--- src/rtl/subtractor_32bit_seq.sv ---
// Multi-cycle subtractor: Diff = A - B - Bin, CHUNK bits per clock, LSB chunk first,
// with the borrow carried between cycles and valid/ready handshakes on both sides.
module subtractor_32bit_seq #(
  parameter int WIDTH = 32,
  parameter int CHUNK = 8
) (
  input  logic             clk,
  input  logic             reset,
  input  logic             in_valid,
  output logic             in_ready,
  input  logic [WIDTH-1:0] A,
  input  logic [WIDTH-1:0] B,
  input  logic             Bin,
  output logic             out_valid,
  input  logic             out_ready,
  output logic [WIDTH-1:0] Diff,
  output logic             Bout,
  output logic             Zero,
  output logic             Neg,
  output logic             Ovf
);

  localparam int NCHUNK = WIDTH / CHUNK;
  localparam int IDX_W  = (NCHUNK > 1) ? $clog2(NCHUNK) : 1;
  localparam int LSB_W  = (WIDTH > 1) ? $clog2(WIDTH) : 1;

  typedef enum logic [1:0] {
    S_IDLE = 2'd0,
    S_RUN  = 2'd1,
    S_DONE = 2'd2
  } state_t;

  state_t             r_state;
  state_t             w_state_next;
  logic [WIDTH-1:0]   r_a;
  logic [WIDTH-1:0]   r_b;
  logic [WIDTH-1:0]   r_diff;
  logic               r_borrow;
  logic [IDX_W-1:0]   r_idx;
  logic               r_bout;
  logic               r_zero;
  logic               r_neg;
  logic               r_ovf;

  logic [LSB_W-1:0]   w_lsb;
  logic [CHUNK-1:0]   w_a_chunk;
  logic [CHUNK-1:0]   w_b_chunk;
  logic [CHUNK:0]     w_chunk;
  logic               w_last;
  logic [WIDTH-1:0]   w_diff_final;

  assign w_lsb     = LSB_W'(r_idx) * LSB_W'(CHUNK);
  assign w_a_chunk = r_a[w_lsb +: CHUNK];
  assign w_b_chunk = r_b[w_lsb +: CHUNK];
  // MSB of the CHUNK+1 bit result is the borrow into the next chunk
  assign w_chunk   = {1'b0, w_a_chunk} - {1'b0, w_b_chunk} - {{CHUNK{1'b0}}, r_borrow};
  assign w_last    = (r_idx == IDX_W'(NCHUNK - 1));

  // Diff with the current chunk merged in, so flags see the complete final result
  always_comb begin
    w_diff_final = r_diff;
    w_diff_final[w_lsb +: CHUNK] = w_chunk[CHUNK-1:0];
  end

  // State register
  always_ff @(posedge clk) begin
    if (reset) begin
      r_state <= S_IDLE;
    end else begin
      r_state <= w_state_next;
    end
  end

  // Next-state logic
  always_comb begin
    w_state_next = r_state;
    case (r_state)
      S_IDLE: begin
        if (in_valid) w_state_next = S_RUN;
        else          w_state_next = S_IDLE;
      end
      S_RUN: begin
        if (w_last) w_state_next = S_DONE;
        else        w_state_next = S_RUN;
      end
      S_DONE: begin
        if (out_ready) w_state_next = S_IDLE;
        else           w_state_next = S_DONE;
      end
      default: w_state_next = S_IDLE;
    endcase
  end

  // Handshake outputs decoded from state only
  always_comb begin
    in_ready  = 1'b0;
    out_valid = 1'b0;
    case (r_state)
      S_IDLE:  in_ready  = 1'b1;
      S_RUN:   in_ready  = 1'b0;
      S_DONE:  out_valid = 1'b1;
      default: in_ready  = 1'b0;
    endcase
  end

  // Operand capture, per-chunk subtraction and final flag registration
  always_ff @(posedge clk) begin
    if (reset) begin
      r_a      <= '0;
      r_b      <= '0;
      r_diff   <= '0;
      r_borrow <= 1'b0;
      r_idx    <= '0;
      r_bout   <= 1'b0;
      r_zero   <= 1'b0;
      r_neg    <= 1'b0;
      r_ovf    <= 1'b0;
    end else begin
      case (r_state)
        S_IDLE: begin
          if (in_valid) begin
            r_a      <= A;
            r_b      <= B;
            r_borrow <= Bin;
            r_idx    <= '0;
            r_diff   <= '0;
          end
        end
        S_RUN: begin
          r_diff   <= w_diff_final;
          r_borrow <= w_chunk[CHUNK];
          r_idx    <= r_idx + IDX_W'(1);
          if (w_last) begin
            r_bout <= w_chunk[CHUNK];
            r_zero <= (w_diff_final == '0);
            r_neg  <= w_diff_final[WIDTH-1];
            r_ovf  <= (r_a[WIDTH-1] != r_b[WIDTH-1]) &&
                      (w_diff_final[WIDTH-1] != r_a[WIDTH-1]);
          end
        end
        S_DONE: begin
          r_diff <= r_diff;
        end
        default: begin
          r_idx <= '0;
        end
      endcase
    end
  end

  assign Diff = r_diff;
  assign Bout = r_bout;
  assign Zero = r_zero;
  assign Neg  = r_neg;
  assign Ovf  = r_ovf;

endmodule

--- config.mk ---
export PLATFORM = sky130hd
export DESIGN_NAME = subtractor_32bit_seq
export DESIGN_NICKNAME = d
export VERILOG_FILES = /design/src/rtl/subtractor_32bit_seq.sv
export SDC_FILE = /design/constraint.sdc
export NUM_CORES = 1
export LEC_CHECK = 0
export BUFFER_PORTS_ARGS = -buffer_cell sky130_fd_sc_hd__clkbuf_2
export CAP_MARGIN = 40
export CELL_PAD_IN_SITES_DETAIL_PLACEMENT = 0
export CELL_PAD_IN_SITES_GLOBAL_PLACEMENT = 2
export CORE_ASPECT_RATIO = 1.2
export CORE_MARGIN = 2
export CORE_UTILIZATION = 32
export CTS_CLUSTER_DIAMETER = 150
export DETAILED_ROUTE_END_ITERATION = 8
export GPL_TIMING_DRIVEN = 0
export PLACE_DENSITY = 0.81
export SETUP_SLACK_MARGIN = 0.02
export SYNTH_ARGS = -nofsm -noshare
export SYNTH_HDL_FRONTEND = slang
export SYNTH_SLANG_ARGS = --single-unit
--- constraint.sdc ---
create_clock -name clk -period 4.6 [get_ports clk]
set_input_delay 0.46 -clock clk [delete_from_list [all_inputs] [get_ports clk]]
set_output_delay 0.46 -clock clk [all_outputs]
set_load 0.005 [all_outputs]
# --- Word-level counts from Yosys, hierarchy flattened ---
# Index checks and enable logic that the tools add are counted.
op_classes:
  addsub: 4
  mul: 0
  div_mod_pow: 0
  order_cmp: 0
  eq_ne: 6
  n_shift: 4
  mux: 13
  bitwise_logic: 1
  n_reduce_logical: 8
ops:
  columns: ["operator", "n"]
  rows:
  - ["32-bit one-hot mux with 2 select lines", 1]
  - ["32-bit by 6-bit indexed part select with 8-bit output", 2]
  - ["32-bit bitwise mux", 1]
  - ["32-bit logical NOT", 1]
  - ["32-bit two-way mux", 1]
  - ["8-bit by 7-bit variable shift with 32-bit output, first input constant", 1]
  - ["8-bit by 7-bit indexed part select with 32-bit output", 1]
  - ["2-bit one-hot mux with 3 select lines", 2]
  - ["8-bit by 8-bit subtractor with 9-bit output", 1]
  - ["9-bit by 1-bit subtractor with 9-bit output", 1]
  - ["2-bit AND reduction", 4]
  - ["5-bit negation with 7-bit output", 1]
  - ["2-bit two-way mux", 3]
  - ["2-bit equality test, second input constant", 2]
  - ["1-bit two-way mux", 4]
  - ["2-bit by 1-bit adder with 2-bit output, second input constant", 1]
  - ["2-bit by 1-bit equality test with 1-bit output, second input constant", 1]
  - ["2-bit logical NOT", 1]
  - ["1-bit inequality test", 2]
  - ["2-bit inequality test, second input constant", 1]
  - ["1-bit one-hot mux with 2 select lines", 1]
  - ["2-bit nonzero test", 1]
  - ["1-bit logical AND", 1]
  - ["1-bit inverter", 1]
totals:
  register_bits: 105
  latchBits: 0
  ramBits: 0
  romBits: 0
  n_memories: 0

# --- Logic depth before layout (Yosys ltp) ---
logic_depth:
  word_depth: 7
  mapped_depth: 14
  depth_no_buf: 12

# --- Worst setup path after synthesis ---
# Ideal clock, no wire load.
synth_timing:
  kind: "reg-to-reg"
  from: "register r_idx[0]"
  to: "register r_zero, in the netlist Zero"
  arrival_time_ns: 4.119
  required_ns: 4.531
  slack_ns: 0.412
  stages_incl_launch_ff: 14
  path_buffers: 3
  period_less_slack_ns: 4.188
  cell_sequence: "dfxtp_1 -> buf_6 -> buf_2 -> buf_1 -> mux4_2 -> fa_1 -> fa_1 -> nand2b_1 -> a2111oi_0 -> nor2_1 -> xnor2_1 -> a221oi_1 -> o2111ai_1 -> o21ai_1"
synth_between:
  elab_chain_cells: 6
  elab_cells_between_ends: 11
synth_lines:
  columns: ["element", "line_no", "rtl"]
  rows:
  - ["from (decl)", "39", "logic [IDX_W-1:0] r_idx;"]
  - ["from (signal assigned)", "132", "r_idx <= r_idx + IDX_W'(1);"]
  - ["32-bit by 6-bit indexed part select with 8-bit output, on equally long branches", "53, 54", null]
  - ["8-bit by 8-bit subtractor with 9-bit output", "56", "assign w_chunk = {1'b0, w_a_chunk} - {1'b0, w_b_chunk} - {{CHUNK{1'b0}}, r_borrow};"]
  - ["9-bit by 1-bit subtractor with 9-bit output", "56", null]
  - ["8-bit by 7-bit indexed part select with 32-bit output", "62", "w_diff_final[w_lsb +: CHUNK] = w_chunk[CHUNK-1:0];"]
  - ["32-bit bitwise mux", "62", null]
  - ["32-bit logical NOT", "135", "r_zero <= (w_diff_final == '0);"]
  - ["to (signal assigned)", "135", null]
  - ["to (decl)", "41", "logic r_zero;"]
# Parallel ways exist; a longest one is shown, timed or not.
# A chain may end at the register's enable or synchronous reset.

# --- Final worst setup path ---
# Ends and elaborated chain as after synthesis.

==> metrics.md <==
| Metric | Value |
|---|---|
| Clock latency on the worst-skew pair | about 0.36 ns |
| Post-CTS sizing | 1 |
| Area post-placement | 5700 µm² |
| Synth Area in Compound Gates | 0.183 |
| EDFF count, synth | 0 |
| Post-Synth Simple-Gate Area | 0.197 |
| R2R cell count | 11 |
| Worst Hold Class | input pin to flip-flop |
| First-pass GRT wire length | between 20 and 25 mm |
| Post-Syn Area | between 4000 and 5000 µm² |
| Post-synthesis xor/xnor area fraction | 0.0145 |
| Largest family of logic cells by synthesized area | simple AND/OR/NAND/NOR gates |
| Actual slew at the worst max-slew pin | about 0.85 ns |
| Multiplexer share of the synthesized area | 0.0776 |
| CORE AREA | 15000 µm² |
| Vias in the first global route | around 4500 |
| Clock Tree Buf Depth | 2 |
| Detailed-router iteration count before antenna repair | 5 |
| Die Span Y | 140 µm |
| DRC violations left | 0 |
| Worst VDD drop | ~0.19 mV |
| Total power | approximately 2.2 mW |
| Crit. End Element | flip-flop |
| Worst Path Required | 4.89 ns |
| Fin nets | between 700 and 800 |
| Final wirelength | 14.5 mm |
| Total die area | 16400 µm² |
| Antenna violations before repair | 0 |
| Initial Util | 0.328 |
| Slew Limit Headroom | 0.431 |
| H-tree levels | 3 |
| HPWL Detailed | roughly 11 mm |
| Final Critical Period | approximately 4.1 ns |
| Netlist cell types | 52 |
| Total GRT Usage | 0.185 |
| Syn Nets | roughly 670 |
| Setup violations, final | 0 |
| Critical Path AT | around 4.4 ns |
| Max-cap violation count | 0 |
| Final max-slew violation count | 0 |
| Clock slew seen by the registers of the worst setup and hold paths | about 0.07 ns |
| Crit Path Max Fanout | 26 |
| Final Instance Area | between 5000 and 6000 µm² |
| Tcrit/Tclk final | 0.891 |
| Avg Cell Area, Syn | roughly 8.5 µm² |
| Drt initial violations | 190 |
| Pwr Density | approximately 370 nW/µm² |
| Adder-cell share of the synthesized area | 0.0539 |
| DRT antenna net count | 0 |
| Unrepaired setup endpoints after global routing | no |
| Via-per-instance ratio | approximately 4.9 |
| Root Driver | clkbuf_16 |
| Register bit total from synthesis | between 100 and 150 |
| Sequential area share after synthesis | 0.427 |
| Post-cts hold buffer count | 0 |
| Upper clock frequency limit | approximately 0.24 GHz |
| Area delta synth->final | 21.3% |
| Placed cells | approximately 890 |
| Post-route insts no fill | between 900 and 1000 |
| Clk sinks | between 100 and 150 |
| GP Congestion | roughly 0.82 |
| Clock skew | ~0.01 ns |
| CTS tree | done |
| I/O pins | approximately 110 |
| Num rows | 49 |
| Startpoint Class | flip-flop |
| Crit Path Class | flip-flop to flip-flop |
| Share of layout cells above drive strength 1 | 0.213 |
| Leakage | around 2.4 nW |
| Async S/R FF share, synth | 0 |
| # Post-CTS Setup Buffers | 0 |
| Top FF cell, synth | dfxtp_1 |
| PortBufs | 105 |
| Status | finished, final reports clean |
| Via count | 4469 |
| Endpoints failing hold | 0 |
| Antenna diode count | 0 |
| Grt ovf | 0 |
| Hold Path Cell Cnt | 3 |
| Num CTS Buffers | 9 |
| Pin count of the biggest net entering global routing | 27 |
| Mapped Cells | between 500 and 600 |
| YS warnings | 0 |
| Die X | 117 µm |
| WL/cell | ~16 µm |
## worst max-delay path, stage by stage, from the launching register on
cell and delay (ns):
dfxtp_1 0.42, buf_6 0.32, mux4_2 0.60, fa_1 0.46
fa_1 0.44, nand2b_1 0.18, a2111oi_0 0.61, nor2_1 0.15
xnor2_2 0.25, a221oi_1 0.32, o2111ai_1 0.15, o21ai_1 0.12
## metrics by stage
stage | utilization | setup TNS, ns | hold slack (ns) | worst slack, ns
6_report | 0.397 | 0 | 0.317 | 0.499
5_1_grt | 0.397 | 0 | 0.320 | 0.233
4_1_cts | 0.398 | 0 | 0.311 | 0.0823
3_5_place_dp | 0.380 | -3.62 | 0.446 | -0.713
3_3_place_gp | 0.380 | -3.28 | 0.440 | -0.682
2_1_floorplan | - | 0 | 0.433 | 0.412
## where the power goes
part | internal, mW | switching [mW]
clock | 0.368 | 0.353
combinational | 0.200 | 0.329
sequential | 0.951 | 0.0255
total | 1.52 | 0.707
## state kept, by name, indices dropped and copies added, names as in the netlist
signal    cells
Diff         32
r_a          32
r_b          32
r_idx         2
r_state       2
Bout          1
Neg           1
Ovf           1
Zero          1
r_borrow      1
## worst paths after layout
kind	endpoint	slack (ns)	start
min	r_a[19]	0.32	A[19]
max reg2reg	Zero	0.50	r_idx[0]
min reg2reg	r_a[20]	0.45	r_a[20]
max	Zero	0.50	r_idx[0]
## kinds of logic (layout without fill, tap and decap cells)
kind of cell / Yosys count / after routing
compound gates: 143 / 143
xor+xnor: 6 / 6
fa+ha+maj: 20 / 20
buf+inv: 59 / 177
flops: 105 / 105
mux: 18 / 18
simple gates: 231 / 231
## cells in the mapped netlist (3+ instances only)
master | number | share of area
a21oi_1 | 78 | 0.079
inv_1 | 25 | 0.019
nor2b_1 | 8 | 0.010
nor3_1 | 3 | 0.0031
nand3b_1 | 4 | 0.0061
a22oi_1 | 29 | 0.044
and3_1 | 3 | 0.0038
mux4_2 | 16 | 0.073
ha_1 | 18 | 0.046
a31oi_1 | 3 | 0.0038
clkbuf_1 | 26 | 0.020
nor2_1 | 61 | 0.047
o21ai_1 | 5 | 0.0051
nand2_1 | 135 | 0.10
dfxtp_1 | 105 | 0.43
nor4_1 | 6 | 0.0076
o21ai_0 | 8 | 0.0081
buf_1 | 5 | 0.0038
xnor2_1 | 3 | 0.0053
## layout by cell type, fill, tap and decap left out, types with 3 or more instances in the layout
master,instances
a21oi_1,78
a22oi_1,29
a31oi_1,3
and3_1,3
buf_1,3
clkbuf_1,27
clkbuf_16,9
clkbuf_2,105
clkinvlp_4,3
dfxtp_1,105
ha_1,18
inv_1,25
mux4_2,16
nand2_1,135
nand3b_1,4
nor2_1,61
nor2b_1,8
nor3_1,3
nor4_1,6
o21ai_0,8
o21ai_1,5
## metal layers
layer	GRT usage	vias to the layer above	wire [µm]
met3	0.0327	16	738
met2	0.319	110	7410
met4	0.0638	0	220
li1	-	2242	-
met5	0	-	0
met1	0.228	2101	6160
## area by class of cell
cell class                 count  area, µm²
inverter                      25       93.8
clock buffer                  10        229
timing repair buffer         105        526
tap                          204        255
clock inverter                 6       45.0
sequential                   105       2100
multi-input combinational    418       2590
fill                        1597       9050
buffer                        31        125
(Power assumes the default switching activity.)
